[config.mk]
export PLATFORM = sky130hd
export DESIGN_NAME = shiftreg_seq_flat
export DESIGN_NICKNAME = d
export VERILOG_FILES = /design/src/rtl/shiftreg_seq_if.sv /design/src/rtl/shiftreg_seq.sv /design/src/flat_wrapper.sv
export SDC_FILE = /design/constraint.sdc
export NUM_CORES = 1
export LEC_CHECK = 0
export CAP_MARGIN = 20
export CORE_MARGIN = 2
export CORE_UTILIZATION = 53
export DETAILED_ROUTE_END_ITERATION = 6
export GPL_TIMING_DRIVEN = 0
export PLACE_DENSITY = 0.74
export SETUP_SLACK_MARGIN = 0.5
export SLEW_MARGIN = 20
export SYNTH_ARGS = -nofsm -noshare
export SYNTH_HDL_FRONTEND = slang
export SYNTH_SLANG_ARGS = --single-unit
[constraint.sdc]
create_clock -name clk -period 3.3 [get_ports clk]
set_input_delay 0.99 -clock clk [delete_from_list [all_inputs] [get_ports clk]]
set_output_delay 0.99 -clock clk [all_outputs]
set_load 0.03 [all_outputs]
[src/rtl/shiftreg_seq_if.sv]
// Command channel into shiftreg_seq: a valid/ready push port for op/cnt/data commands.
// A command transfers on a rising edge where cmd_valid && cmd_ready; the source holds it stable while cmd_ready=0.
interface shiftreg_seq_if;
    logic       cmd_valid;
    logic       cmd_ready;
    logic [1:0] cmd_op;
    logic [2:0] cmd_cnt;
    logic [7:0] cmd_data;

    modport master (
        output cmd_valid,
        output cmd_op,
        output cmd_cnt,
        output cmd_data,
        input  cmd_ready
    );

    modport slave (
        input  cmd_valid,
        input  cmd_op,
        input  cmd_cnt,
        input  cmd_data,
        output cmd_ready
    );
endinterface

[src/rtl/shiftreg_seq.sv]
// Command sequencer: queues hold/load/rotate/shift commands and expands them into per-cycle m/si/d for the shift register.
// Optional macro SHIFTREG_SEQ_ABORT_EN adds an `abort` input that flushes the queue and forces IDLE.
module shiftreg_seq #(
    parameter int DEPTH = 4,
    parameter int AW    = 2
) (
    input  logic              clk,
    input  logic              rst,
`ifdef SHIFTREG_SEQ_ABORT_EN
    input  logic              abort,
`endif
    shiftreg_seq_if.slave     cmd,
    output logic [1:0]        m,
    output logic              si,
    output logic [3:0]        d,
    output logic              busy,
    output logic              done,
    output logic              dbg_state_o
);

    typedef enum logic {
        IDLE = 1'b0,
        EXEC = 1'b1
    } state_t;

    state_t     state_q, state_d;

    logic [1:0] fifo_op_q   [DEPTH];
    logic [2:0] fifo_cnt_q  [DEPTH];
    logic [7:0] fifo_data_q [DEPTH];
    logic [AW-1:0] wr_ptr_q, wr_ptr_d;
    logic [AW-1:0] rd_ptr_q, rd_ptr_d;
    logic [AW:0]   count_q, count_d;

    logic [1:0] op_q, op_d;
    logic [2:0] cnt_q, cnt_d;
    logic [7:0] data_q, data_d;
    logic [2:0] idx_q, idx_d;

    logic [1:0] m_q, m_d;
    logic       si_q, si_d;
    logic [3:0] d_q, d_d;
    logic       busy_q, busy_d;
    logic       done_q, done_d;

    logic abort_w;
    logic full_w;
    logic empty_w;
    logic push_w;
    logic pop_w;
    logic last_w;

`ifdef SHIFTREG_SEQ_ABORT_EN
    assign abort_w = abort;
`else
    assign abort_w = 1'b0;
`endif

    assign full_w        = (count_q == (AW+1)'(DEPTH));
    assign empty_w       = (count_q == '0);
    assign cmd.cmd_ready = !full_w;
    // A push coinciding with abort is dropped so the flush leaves the queue truly empty.
    assign push_w        = cmd.cmd_valid && !full_w && !abort_w;
    assign last_w        = (idx_q == cnt_q);

    // Command storage carries no reset; occupancy is tracked by count_q/pointers only.
    always_ff @(posedge clk) begin
        if (push_w) begin
            fifo_op_q[wr_ptr_q]   <= cmd.cmd_op;
            fifo_cnt_q[wr_ptr_q]  <= cmd.cmd_cnt;
            fifo_data_q[wr_ptr_q] <= cmd.cmd_data;
        end
    end

    always_ff @(posedge clk or negedge rst) begin
        if (!rst) begin
            state_q  <= IDLE;
            wr_ptr_q <= '0;
            rd_ptr_q <= '0;
            count_q  <= '0;
            op_q     <= '0;
            cnt_q    <= '0;
            data_q   <= '0;
            idx_q    <= '0;
        end else begin
            state_q  <= state_d;
            wr_ptr_q <= wr_ptr_d;
            rd_ptr_q <= rd_ptr_d;
            count_q  <= count_d;
            op_q     <= op_d;
            cnt_q    <= cnt_d;
            data_q   <= data_d;
            idx_q    <= idx_d;
        end
    end

    always_comb begin
        state_d = state_q;
        pop_w   = 1'b0;
        op_d    = op_q;
        cnt_d   = cnt_q;
        data_d  = data_q;
        idx_d   = idx_q;
        case (state_q)
            IDLE: begin
                if (!empty_w) begin
                    pop_w   = 1'b1;
                    state_d = EXEC;
                end
            end
            EXEC: begin
                if (last_w) begin
                    if (!empty_w) begin
                        pop_w = 1'b1;
                    end else begin
                        state_d = IDLE;
                    end
                end else begin
                    idx_d = idx_q + 3'd1;
                end
            end
            default: state_d = IDLE;
        endcase
        if (pop_w) begin
            op_d   = fifo_op_q[rd_ptr_q];
            cnt_d  = fifo_cnt_q[rd_ptr_q];
            data_d = fifo_data_q[rd_ptr_q];
            idx_d  = 3'd0;
        end
        if (abort_w) begin
            state_d = IDLE;
            pop_w   = 1'b0;
            idx_d   = 3'd0;
        end
    end

    always_comb begin
        wr_ptr_d = wr_ptr_q;
        rd_ptr_d = rd_ptr_q;
        count_d  = count_q + (AW+1)'(push_w) - (AW+1)'(pop_w);
        if (push_w) wr_ptr_d = wr_ptr_q + AW'(1);
        if (pop_w)  rd_ptr_d = rd_ptr_q + AW'(1);
        if (abort_w) begin
            wr_ptr_d = '0;
            rd_ptr_d = '0;
            count_d  = '0;
        end
    end

    // Outputs reflect the cycle being executed now, registered one edge later.
    always_comb begin
        m_d    = 2'b00;
        si_d   = 1'b0;
        d_d    = 4'h0;
        busy_d = 1'b0;
        done_d = 1'b0;
        if (state_q == EXEC && !abort_w) begin
            m_d    = op_q;
            busy_d = 1'b1;
            done_d = last_w;
            case (op_q)
                2'b01:   d_d  = data_q[3:0];
                2'b11:   si_d = data_q[idx_q];
                default: ;
            endcase
        end
    end

    always_ff @(posedge clk or negedge rst) begin
        if (!rst) begin
            m_q    <= 2'b00;
            si_q   <= 1'b0;
            d_q    <= 4'h0;
            busy_q <= 1'b0;
            done_q <= 1'b0;
        end else begin
            m_q    <= m_d;
            si_q   <= si_d;
            d_q    <= d_d;
            busy_q <= busy_d;
            done_q <= done_d;
        end
    end

    assign m           = m_q;
    assign si          = si_q;
    assign d           = d_q;
    assign busy        = busy_q;
    assign done        = done_q;
    assign dbg_state_o = state_q;

endmodule
[src/flat_wrapper.sv]
// flat-port wrapper written by rule: the top's interface ports become plain ports
module shiftreg_seq_flat 
#(
    parameter int DEPTH = 4,
    parameter int AW    = 2
)
  (clk, rst, m, si, d, busy, done, dbg_state_o, cmd_cmd_valid, cmd_cmd_op, cmd_cmd_cnt, cmd_cmd_data, cmd_cmd_ready);
  shiftreg_seq_if cmd_i ();
  input  logic clk;
  input  logic rst;
  output logic [1:0] m;
  output logic si;
  output logic [3:0] d;
  output logic busy;
  output logic done;
  output logic dbg_state_o;
  input wire logic [$bits(cmd_i.cmd_valid)-1:0] cmd_cmd_valid;
  input wire logic [$bits(cmd_i.cmd_op)-1:0] cmd_cmd_op;
  input wire logic [$bits(cmd_i.cmd_cnt)-1:0] cmd_cmd_cnt;
  input wire logic [$bits(cmd_i.cmd_data)-1:0] cmd_cmd_data;
  output wire logic [$bits(cmd_i.cmd_ready)-1:0] cmd_cmd_ready;
  assign cmd_i.cmd_valid = cmd_cmd_valid;
  assign cmd_i.cmd_op = cmd_cmd_op;
  assign cmd_i.cmd_cnt = cmd_cmd_cnt;
  assign cmd_i.cmd_data = cmd_cmd_data;
  assign cmd_cmd_ready = cmd_i.cmd_ready;
  shiftreg_seq #(.DEPTH(DEPTH), .AW(AW)) u_core (.clk(clk), .rst(rst), .cmd(cmd_i), .m(m), .si(si), .d(d), .busy(busy), .done(done), .dbg_state_o(dbg_state_o));
endmodule
==> results of run 1 <==
-- report_power, final --
| group | total, W | switching (W) | internal (W) | leakage (nW) |
|---|---|---|---|---|
| Sequential | 0.00166 | 0.000183 | 0.00148 | 0.870 |
| Clock | 0.000720 | 0.000368 | 0.000353 | 0.0976 |
| Combinational | 0.00145 | 0.000700 | 0.000745 | 0.498 |
| Total | 0.00383 | 0.00125 | 0.00258 | 1.47 |
-- synth_stat cells (2+ instances only) --
library cell	n
sky130_fd_sc_hd__and2_1	6
sky130_fd_sc_hd__buf_2	2
sky130_fd_sc_hd__edfxtp_1	52
sky130_fd_sc_hd__dfrtp_1	33
sky130_fd_sc_hd__mux2_4	7
sky130_fd_sc_hd__xor2_1	3
sky130_fd_sc_hd__mux4_2	14
sky130_fd_sc_hd__and3_1	5
sky130_fd_sc_hd__o21ai_0	3
sky130_fd_sc_hd__xnor2_1	6
sky130_fd_sc_hd__ha_1	6
sky130_fd_sc_hd__mux2_2	8
sky130_fd_sc_hd__nand3_1	4
sky130_fd_sc_hd__inv_1	5
sky130_fd_sc_hd__nor2_1	2
sky130_fd_sc_hd__nand2_1	2
-- stage by stage --
| stage | util [%] | hold slack (ns) | cells | area (sq um) | worst slack [ns] |
|---|---|---|---|---|---|
| final | 64.8 | 0.517 | 287 | 3880 | 0.605 |
| after global routing | 64.8 | 0.530 | 287 | 3880 | 0.503 |
| after CTS | 64.8 | 0.521 | 287 | 3880 | 0.600 |
| after detailed placement | 61.5 | 0.503 | 271 | 3680 | 0.547 |
| after global placement | 61.6 | 0.492 | 271 | 3690 | 0.602 |
| after floorplan | - | 0.465 | 170 | 3340 | 0.913 |
-- worst max-delay path: cells and delay by family (launching register included) --
kind          cells  cell delay (ns)
simple gates      2             0.21
flops             1             0.46
buf+inv           1             0.70
-- cell families (layout without fill, tap and decap cells) --
group                    after synthesis  in the layout  synth area share, %
AO/OA/AOI/OAI                          4              4                 1.09
XOR/XNOR                               9              9                 2.36
multiplexers                          31             31                 16.4
AND/OR/NAND/NOR                       25             25                 4.43
adder cells (fa/ha/maj)                7              7                 2.85
buffers and inverters                  9             51                 1.31
flip-flops                            85             85                 71.6
-- path summary, 6_finish.rpt --
check,startpoint,endpoint,slack [ns],depth (start not counted)
max,u_core.count_q[1],cmd_cmd_ready,0.60,3
min,u_core.data_q[4],u_core.data_q[4],0.52,1
max reg2reg,u_core.idx_q[0],u_core.count_q[2],0.66,10
min reg2reg,u_core.data_q[4],u_core.data_q[4],0.52,1
max in group asynchronous,rst,u_core.cnt_q[2],2.16,1
min in group asynchronous,rst,u_core.op_q[1],0.69,1
-- registers in the layout, indices dropped and copies added, names as in the netlist --
name / cells
u_core.idx_q: 3
u_core.d: 4
u_core.rd_ptr_q: 2
u_core.fifo_cnt_q: 12
u_core.op_q: 2
u_core.dbg_state_o: 1
u_core.fifo_data_q: 32
u_core.fifo_op_q: 8
u_core.busy: 1
u_core.cnt_q: 3
u_core.count_q: 3
u_core.done: 1
u_core.m: 2
u_core.data_q: 8
u_core.wr_ptr_q: 2
u_core.si: 1
-- layout make-up --
type	instances	area, sq um	share of cell area [%]
well taps	75	93.8	2.42
clock inverters	7	72.6	1.87
plain buffers	4	25.0	0.645
inverters	5	18.8	0.484
flip-flops and latches	85	2390	61.5
clock buffers	9	124	3.19
repair buffers	26	255	6.58
multi-input cells	76	905	23.3
-- layer usage --
metal | wire [um] | GRT usage (%) | vias to the layer above
met1 | 2270 | 21.7 | 789
met3 | 168 | 3.78 | 11
met4 | 124 | 7.60 | 0
met2 | 2720 | 27.3 | 36
met5 | 0 | 0 | -
li1 | - | - | 720
==> impl_metrics.env, run 1 <==
export IMPL_cts_root_buf="sky130_fd_sc_hd__clkbuf_8"
export IMPL_synth_warnings=0
export IMPL_finalCritPeriodShare_pct=81.7
export IMPL_fp_coreArea_sq_um=5990
export IMPL_cellPowerDensity_nw_per_um2=987
export IMPL_hold_viol=0
export IMPL_global_route_overflow_total=0
export IMPL_maximum_vdd_ir_drop_uv=564
export IMPL_synth_top_area_share_pct=46.8
export IMPL_cp_end_kind="primary output"
export IMPL_sort_of_element_at_the_start_of_the_critical_path="flip-flop"
export IMPL_wl_per_cell_um=18.4
export IMPL_tns_ns=0
export IMPL_cp_max_delay_cell="sky130_fd_sc_hd__clkdlybuf4s50_1"
export IMPL_die_height_um=83.3
export IMPL_grt_util_all_layers_pct=16.8
export IMPL_count_of_pins_over_their_slew_limit=0
export IMPL_cts_tree="yes"
export IMPL_synth_area_per_inst_sq_um=19.6
export IMPL_syn_to_final_growth_pct=16.4
export IMPL_tightestPinTransition_ns=0.836
export IMPL_grt_max_degree=34
export IMPL_timing_slew_headroom_pct=44.3
export IMPL_final_period_minus_worst_setup_slack_ns=2.70
export IMPL_buffer_ports_inserted=26
export IMPL_final_layout_size_suffix_gt1_share_pct=23.6
export IMPL_cts_sink_count=85
export IMPL_mappedNetlistArea_sq_um=3340
export IMPL_synth_edf_count=52
export IMPL_cts_path_max_buffers=2
export IMPL_diodes=0
export IMPL_nets_in_the_synthesized_netlist=193
export IMPL_timing_final_setup_violations=0
export IMPL_clock_fmax_mhz=371
export IMPL_crit_arrival_ns=1.71
export IMPL_cp_required_ns=2.31
export IMPL_io_pin_count=27
export IMPL_cts_repair_resize_count=0
export IMPL_initial_utilization_pct=55.7
export IMPL_htree_num_levels=3
export IMPL_worst_path_largest_cell_delay_ns=0.70
export IMPL_asyncSetResetFlopFracSynth_pct=38.8
export IMPL_p_total_w=0.00383
export IMPL_grt_first_pass_wirelength_mm=8.69
export IMPL_cap_viol_max_count=0
export IMPL_yosysUniqueCellTypes=28
export IMPL_num_vias=1556
export IMPL_fin_nets=230
export IMPL_fillerInstances=395
export IMPL_detail_route_wirelength_mm=5.29
export IMPL_clock_skew_ns=0.00815
export IMPL_netlist_instances=170
export IMPL_dieArea_sq_um=6940
export IMPL_chipWidth_um=83.3
export IMPL_worst_setup_path_type="flip-flop to primary output"
export IMPL_vias_per_cell=5.42
export IMPL_clkTransAtPathRegs_ns=0.09
export IMPL_row_count=28
export IMPL_first_global_vias=1692
export IMPL_place_congestion=0.728
export IMPL_iter_0_drt_violations=109
export IMPL_ant_nets=0
export IMPL_netlist_top_cells_area="sky130_fd_sc_hd__edfxtp_1 47%, sky130_fd_sc_hd__dfrtp_1 25%, sky130_fd_sc_hd__mux4_2 9.5%"
export IMPL_synthDominantAreaCellType="sky130_fd_sc_hd__edfxtp_1"
export IMPL_drt_drc_violations_left=0
export IMPL_critPathMaxFanout=6
export IMPL_leakage_power_total_nw=1.47
export IMPL_run_status="finished, final reports clean"
export IMPL_synth_yosys_seq_area_share_pct=71.6
export IMPL_path_cells="nor2_1, nand2_1, clkdlybuf4s50_1"
export IMPL_cts_hold_fix_buffers=0
export IMPL_cts_inserted_buffers=9
export IMPL_most_common_layout_cells="52 x sky130_fd_sc_hd__edfxtp_1, 33 x sky130_fd_sc_hd__dfrtp_1, 25 x sky130_fd_sc_hd__clkdlybuf4s50_1"
export IMPL_final_common_cell="sky130_fd_sc_hd__edfxtp_1"
export IMPL_number_of_synthesized_register_bits=85
export IMPL_hpwlAfterDp_mm=3.46
export IMPL_hold_class="flip-flop to flip-flop"
export IMPL_number_of_antenna_violations_at_the_first_check_in_global_routing=0
export IMPL_grt_setup_unrepaired="false"
export IMPL_drtPass1Iterations=4
export IMPL_post_cts_setup_buffer_count=0
export IMPL_clk_insertion_delay_late_ns=0.34
export IMPL_synth_top_flop_cell="sky130_fd_sc_hd__edfxtp_1"
Note: power is estimated with default switching activity, not from simulation.
==> run 2, diff against run 1 <==
- CORE_UTILIZATION: 53 -> 51
- clock period: 3.3 -> 2.25 ns (I/O delays scaled with it)
==> run 2 against run 1 <==
  * Via count rose by 5.3%
  * Worst setup slack got worse by 0.60 ns
  * Cell count rose by 4.5%
  * Critical endpoint is now u_core.count_q[2]
  * Largest power group unchanged
==> impl_metrics.env, run 2 (same netlist as run 1, synthesis figures left out) <==
export IMPL_io_pin_count=27
export IMPL_largest_register="u_core.fifo_data_q"
export IMPL_row_count=29
export IMPL_cellPowerDensity_nw_per_um2=1480
export IMPL_place_area_sq_um=3690
export IMPL_grt_first_pass_wirelength_mm=8.91
export IMPL_wl_per_cell_um=18.2
export IMPL_ant_nets=0
export IMPL_chipWidth_um=84.9
export IMPL_clock_fmax_mhz=445
export IMPL_hold_viol=0
export IMPL_sort_of_element_at_the_start_of_the_critical_path="flip-flop"
export IMPL_tightestPinTransition_ns=0.721
export IMPL_global_route_overflow_total=0
export IMPL_cp_top_family="adder cells"
export IMPL_grt_util_all_layers_pct=17.3
export IMPL_finalHoldWorstSlack_ns=0.370
export IMPL_cp_end_kind="flip-flop"
export IMPL_finalWorstSetupSlack_ns=0.000395
export IMPL_critical_path_buf_inv_count=2
export IMPL_buffer_ports_inserted=26
export IMPL_leakage_power_total_nw=1.53
export IMPL_cts_root_buf="sky130_fd_sc_hd__clkbuf_8"
export IMPL_timing_final_setup_violations=0
export IMPL_fin_nets=241
export IMPL_count_of_pins_over_their_slew_limit=0
export IMPL_run_status="finished, final reports clean"
export IMPL_hold_class="input port to async pin"
export IMPL_hpwlAfterDp_mm=3.51
export IMPL_finalCritPeriodShare_pct=100
export IMPL_cts_inserted_buffers=9
export IMPL_crit_arrival_ns=2.49
export IMPL_place_congestion=0.753
export IMPL_final_common_cell="sky130_fd_sc_hd__edfxtp_1"
export IMPL_num_vias=1638
export IMPL_largest_reg_flops=32
export IMPL_cts_hold_fix_buffers=0
export IMPL_dieArea_sq_um=7200
export IMPL_syn_to_final_growth_pct=19.9
export IMPL_vias_per_cell=5.46
export IMPL_drtPass1Iterations=4
export IMPL_critPathMaxFanout=3
export IMPL_worst_path_largest_cell_delay_ns=0.42
export IMPL_multi_input_comb_area_sq_um=950
export IMPL_fp_coreArea_sq_um=6350
export IMPL_cap_viol_max_count=0
export IMPL_cp_max_delay_cell="sky130_fd_sc_hd__dfrtp_1"
export IMPL_path_cells="xor2_2, o31ai_4, nand2_4, buf_12, mux2i_1, ha_2, inv_2, fa_2, xnor2_2, xnor2_1"
export IMPL_drt_drc_violations_left=0
export IMPL_final_layout_size_suffix_gt1_share_pct=40.4
export IMPL_diodes=0
export IMPL_cp_required_ns=2.49
export IMPL_place_ws_ns=-0.351
export IMPL_first_global_vias=1762
export IMPL_clock_skew_ns=0.0112
export IMPL_initial_utilization_pct=52.5
export IMPL_cts_path_max_buffers=2
export IMPL_grt_setup_unrepaired="true"
export IMPL_clk_insertion_delay_late_ns=0.35
export IMPL_maximum_vdd_ir_drop_uv=716
export IMPL_largest_registers="u_core.fifo_data_q x32, u_core.fifo_cnt_q x12"
export IMPL_die_height_um=84.9
export IMPL_detail_route_wirelength_mm=5.47
export IMPL_number_of_antenna_violations_at_the_first_check_in_global_routing=0
export IMPL_cts_sink_count=85
export IMPL_final_cell_area_sq_um=4000
export IMPL_clkTransAtPathRegs_ns=0.08
export IMPL_worst_setup_path_type="flip-flop to flip-flop"
export IMPL_iter_0_drt_violations=71
export IMPL_most_common_layout_cells="52 x sky130_fd_sc_hd__edfxtp_1, 30 x sky130_fd_sc_hd__dfrtp_1, 14 x sky130_fd_sc_hd__mux4_2, 14 x sky130_fd_sc_hd__clkdlybuf4s50_1, 11 x sky130_fd_sc_hd__buf_4"
export IMPL_cts_tree="yes"
export IMPL_grt_max_degree=34
export IMPL_final_period_minus_worst_setup_slack_ns=2.25
export IMPL_timing_slew_headroom_pct=52.0
export IMPL_fillerInstances=422
export IMPL_seqCellArea_sq_um=2390
export IMPL_htree_num_levels=3
[run 2: changes by cell type in the layout (fill, tap and decap cells not counted), sizes merged, moves of 2 or more]
cell           delta
buf              +11
clkdlybuf4s50    -11
clkbuf            +9
clkdlybuf4s15     +2
clkinvlp          +2
[run 2: power by group]
group          switching [W]  internal [W]
logic                0.00112       0.00130
registers           0.000273       0.00218
clock network       0.000538      0.000514
total                0.00193       0.00399
[run 2: final cells by class]
| type | count | share of cell area (%) |
|---|---|---|
| plain buffers | 4 | 1.10 |
| repair buffers | 37 | 7.54 |
| clock inverters | 7 | 1.85 |
| flip-flops and latches | 85 | 59.8 |
| inverters | 5 | 0.469 |
| multi-input cells | 76 | 23.7 |
| clock buffers | 9 | 3.10 |
| well taps | 77 | 2.41 |
[run 2: layer usage]
layer	share of wire, %	up-vias	track usage [%]
met5	0	-	0
met2	48	37	27.1
met4	5.7	0	11.5
met1	42	838	20.6
met3	3.9	19	5.64
li1	-	744	-
[run 2: path summary, 6_finish.rpt]
path,slack (ns),depth (start not counted),startpoint,endpoint
setup reg to reg,0.0004,10,u_core.idx_q[2],u_core.count_q[2]
setup / recovery,0.0004,10,u_core.idx_q[2],u_core.count_q[2]
hold / removal,0.37,1,rst,u_core.cnt_q[2]
min in group clk,0.52,1,u_core.data_q[7],u_core.data_q[7]
hold reg to reg,0.52,1,u_core.data_q[7],u_core.data_q[7]
max in group asynchronous,1.36,1,rst,u_core.idx_q[0]
[run 2: stage by stage]
stage / TNS (ns) / instances / power [W] / utilization, %
2_1_floorplan: -0.112 / 170 / 0.00402 / -
4_1_cts: 0 / 298 / 0.00592 / 63.2
3_3_place_gp: -0.739 / 273 / 0.00449 / 58.1
5_1_grt: -0.0692 / 300 / 0.00627 / 63.0
3_5_place_dp: -1.59 / 273 / 0.00462 / 58.1
6_report: 0 / 300 / 0.00593 / 63.0
[run 2: what timing repair did]
item | 4_1_cts | 5_1_grt
pin swaps | 5 | 0
resized for setup | 47 | 13
setup buffers | 9 | 2
setup endpoints to repair | 76 | 21
[run 2: worst register-to-register path: cells and delay by family (launching register included)]
family / cells / cell delay (ns)
adders and majority gates: 2 / 0.53
xor gates and xnor gates: 3 / 0.48
DFF: 1 / 0.42
and+or+nand+nor: 1 / 0.09
buffers and inverters: 2 / 0.16
AOI/OAI and AO/OA: 1 / 0.33
muxes: 1 / 0.13
==> run 3, diff against run 2 <==
- PLACE_DENSITY: 0.74 -> 0.77
==> run 3 against run 2 <==
  * Design area decreased by 0.31%
  * Global-route usage decreased by 0.88 points
  * Worst hold slack improved by 0.0086 ns
  * Critical endpoint unchanged
  * Largest cell class unchanged
  * Highest routed layer unchanged
==> impl_metrics.env, run 3 (same netlist as run 1, synthesis figures left out) <==
export IMPL_final_layout_size_suffix_gt1_share_pct=36.7
export IMPL_global_route_overflow_total=0
export IMPL_post_place_cells=273
export IMPL_num_vias=1562
export IMPL_buffer_ports_inserted=26
export IMPL_crit_arrival_ns=2.47
export IMPL_sort_of_element_at_the_start_of_the_critical_path="flip-flop"
export IMPL_hold_viol=0
export IMPL_cts_path_max_buffers=2
export IMPL_largest_register="u_core.fifo_data_q"
export IMPL_most_common_layout_cells="52 x sky130_fd_sc_hd__edfxtp_1, 30 x sky130_fd_sc_hd__dfrtp_1, 14 x sky130_fd_sc_hd__mux4_2, 14 x sky130_fd_sc_hd__clkdlybuf4s50_1"
export IMPL_number_of_antenna_violations_at_the_first_check_in_global_routing=0
export IMPL_htree_num_levels=3
export IMPL_drt_drc_violations_left=0
export IMPL_row_count=29
export IMPL_fillerInstances=454
export IMPL_vias_per_cell=5.29
export IMPL_fin_nets=237
export IMPL_io_pin_count=27
export IMPL_clk_insertion_delay_late_ns=0.35
export IMPL_ant_nets=0
export IMPL_wl_per_cell_um=17.7
export IMPL_grt_util_all_layers_pct=16.4
export IMPL_final_cell_area_sq_um=3990
export IMPL_cts_tree="yes"
export IMPL_clock_skew_ns=0.00540
export IMPL_finalCritPeriodShare_pct=99.4
export IMPL_fp_coreArea_sq_um=6350
export IMPL_grt_setup_unrepaired="true"
export IMPL_cts_root_buf="sky130_fd_sc_hd__clkbuf_8"
export IMPL_chipWidth_um=84.9
export IMPL_first_global_vias=1698
export IMPL_clock_fmax_mhz=447
export IMPL_run_status="finished, final reports clean"
export IMPL_cp_required_ns=2.48
export IMPL_hpwlAfterDp_mm=3.29
export IMPL_hold_class="input port to async pin"
export IMPL_cts_sink_count=85
export IMPL_worst_setup_path_type="flip-flop to flip-flop"
export IMPL_detail_route_wirelength_mm=5.23
export IMPL_maximum_vdd_ir_drop_uv=919
export IMPL_place_congestion=0.737
export IMPL_grt_max_degree=34
export IMPL_dieArea_sq_um=7200
export IMPL_final_common_cell="sky130_fd_sc_hd__edfxtp_1"
export IMPL_count_of_pins_over_their_slew_limit=0
export IMPL_final_period_minus_worst_setup_slack_ns=2.24
export IMPL_timing_final_setup_violations=0
export IMPL_cellPowerDensity_nw_per_um2=1500
export IMPL_critPathMaxFanout=2
export IMPL_drtPass1Iterations=4
export IMPL_cts_inserted_buffers=9
export IMPL_iter_0_drt_violations=74
export IMPL_p_total_w=0.00597
export IMPL_initial_utilization_pct=52.5
export IMPL_layout_cells_non_filler=295
export IMPL_seqCellArea_sq_um=2390
export IMPL_tightestPinTransition_ns=0.715
export IMPL_largest_reg_flops=32
export IMPL_syn_to_final_growth_pct=19.5
export IMPL_tns_ns=0
export IMPL_finalHoldWorstSlack_ns=0.379
export IMPL_die_height_um=84.9
export IMPL_grt_first_pass_wirelength_mm=8.59
export IMPL_multi_input_comb_area_sq_um=930
export IMPL_leakage_power_total_nw=1.53
export IMPL_largest_registers="u_core.fifo_data_q x32, u_core.fifo_cnt_q x12"
export IMPL_diodes=0
export IMPL_cts_hold_fix_buffers=0
export IMPL_place_area_sq_um=3690
export IMPL_cp_end_kind="flip-flop"
export IMPL_cap_viol_max_count=0
export IMPL_clkTransAtPathRegs_ns=0.07
export IMPL_timing_slew_headroom_pct=52.3
run 3: cell types whose count changed in the layout (fill, tap and decap cells not counted), sizes merged:
| cell | before | now |
|---|---|---|
| bufinv | 1 | 3 |
| buf | 15 | 11 |
| clkinvlp | 3 | 0 |
run 3: what timing repair did:
item | in CTS | in global routing
setup endpoints to repair | 75 | 21
gates resized for setup | 40 | 15
pin swaps | 3 | 0
setup buffers | 7 | 0
run 3: path summary, 6_finish.rpt:
kind,end,cells after the start,start,slack [ns]
worst min register to register,u_core.data_q[5],1,u_core.data_q[5],0.51
max in group asynchronous,u_core.idx_q[0],1,rst,1.37
min in group clk,u_core.data_q[5],1,u_core.data_q[5],0.51
worst max register to register,u_core.count_q[2],10,u_core.idx_q[0],0.01
worst min-delay path,u_core.cnt_q[2],1,rst,0.38
worst max-delay path,u_core.count_q[2],10,u_core.idx_q[0],0.01
run 3: metrics by stage:
step / setup slack, ns / utilization (%)
finish: 0.0129 / 62.8
global route: -0.0711 / 62.8
CTS: 0.0316 / 63.2
detailed placement: -0.336 / 58.1
global placement: -0.310 / 58.1
floorplan: -0.112 / -
run 3: report_power, final:
part / total [W] / switching [W] / internal [W]
combinational: 0.00229 / 0.00107 / 0.00122
clock: 0.00123 / 0.000498 / 0.000733
sequential: 0.00245 / 0.000273 / 0.00218
total: 0.00597 / 0.00184 / 0.00413
run 3: worst max-delay path: stages (launching register included):
cell                      delay, ns
sky130_fd_sc_hd__dfrtp_2       0.43
sky130_fd_sc_hd__xor2_2        0.20
sky130_fd_sc_hd__o31ai_4       0.32
sky130_fd_sc_hd__nand2_4       0.10
sky130_fd_sc_hd__buf_12        0.14
sky130_fd_sc_hd__mux2i_1       0.13
sky130_fd_sc_hd__ha_2          0.19
sky130_fd_sc_hd__inv_2         0.04
sky130_fd_sc_hd__fa_2          0.32
sky130_fd_sc_hd__xnor2_1       0.14
sky130_fd_sc_hd__xnor2_1       0.12
run 3: layout make-up:
| class | instances | share of cell area, % |
|---|---|---|
| Buffer | 4 | 1.19 |
| Clock buffer | 9 | 3.11 |
| Clock inverter | 6 | 2.79 |
| Inverter | 5 | 0.471 |
| Multi-Input combinational cell | 76 | 23.3 |
| Sequential cell | 85 | 60.0 |
| Tap cell | 77 | 2.42 |
| Timing Repair Buffer | 33 | 6.72 |
run 3: metal layers:
layer / GRT usage [%] / vias to the layer above / wire length, um
met4: 8.08 / 0 / 166
li1: - / 733 / -
met1: 20.6 / 775 / 2300
met3: 4.96 / 15 / 223
met5: 0 / - / 0
met2: 26.3 / 39 / 2540
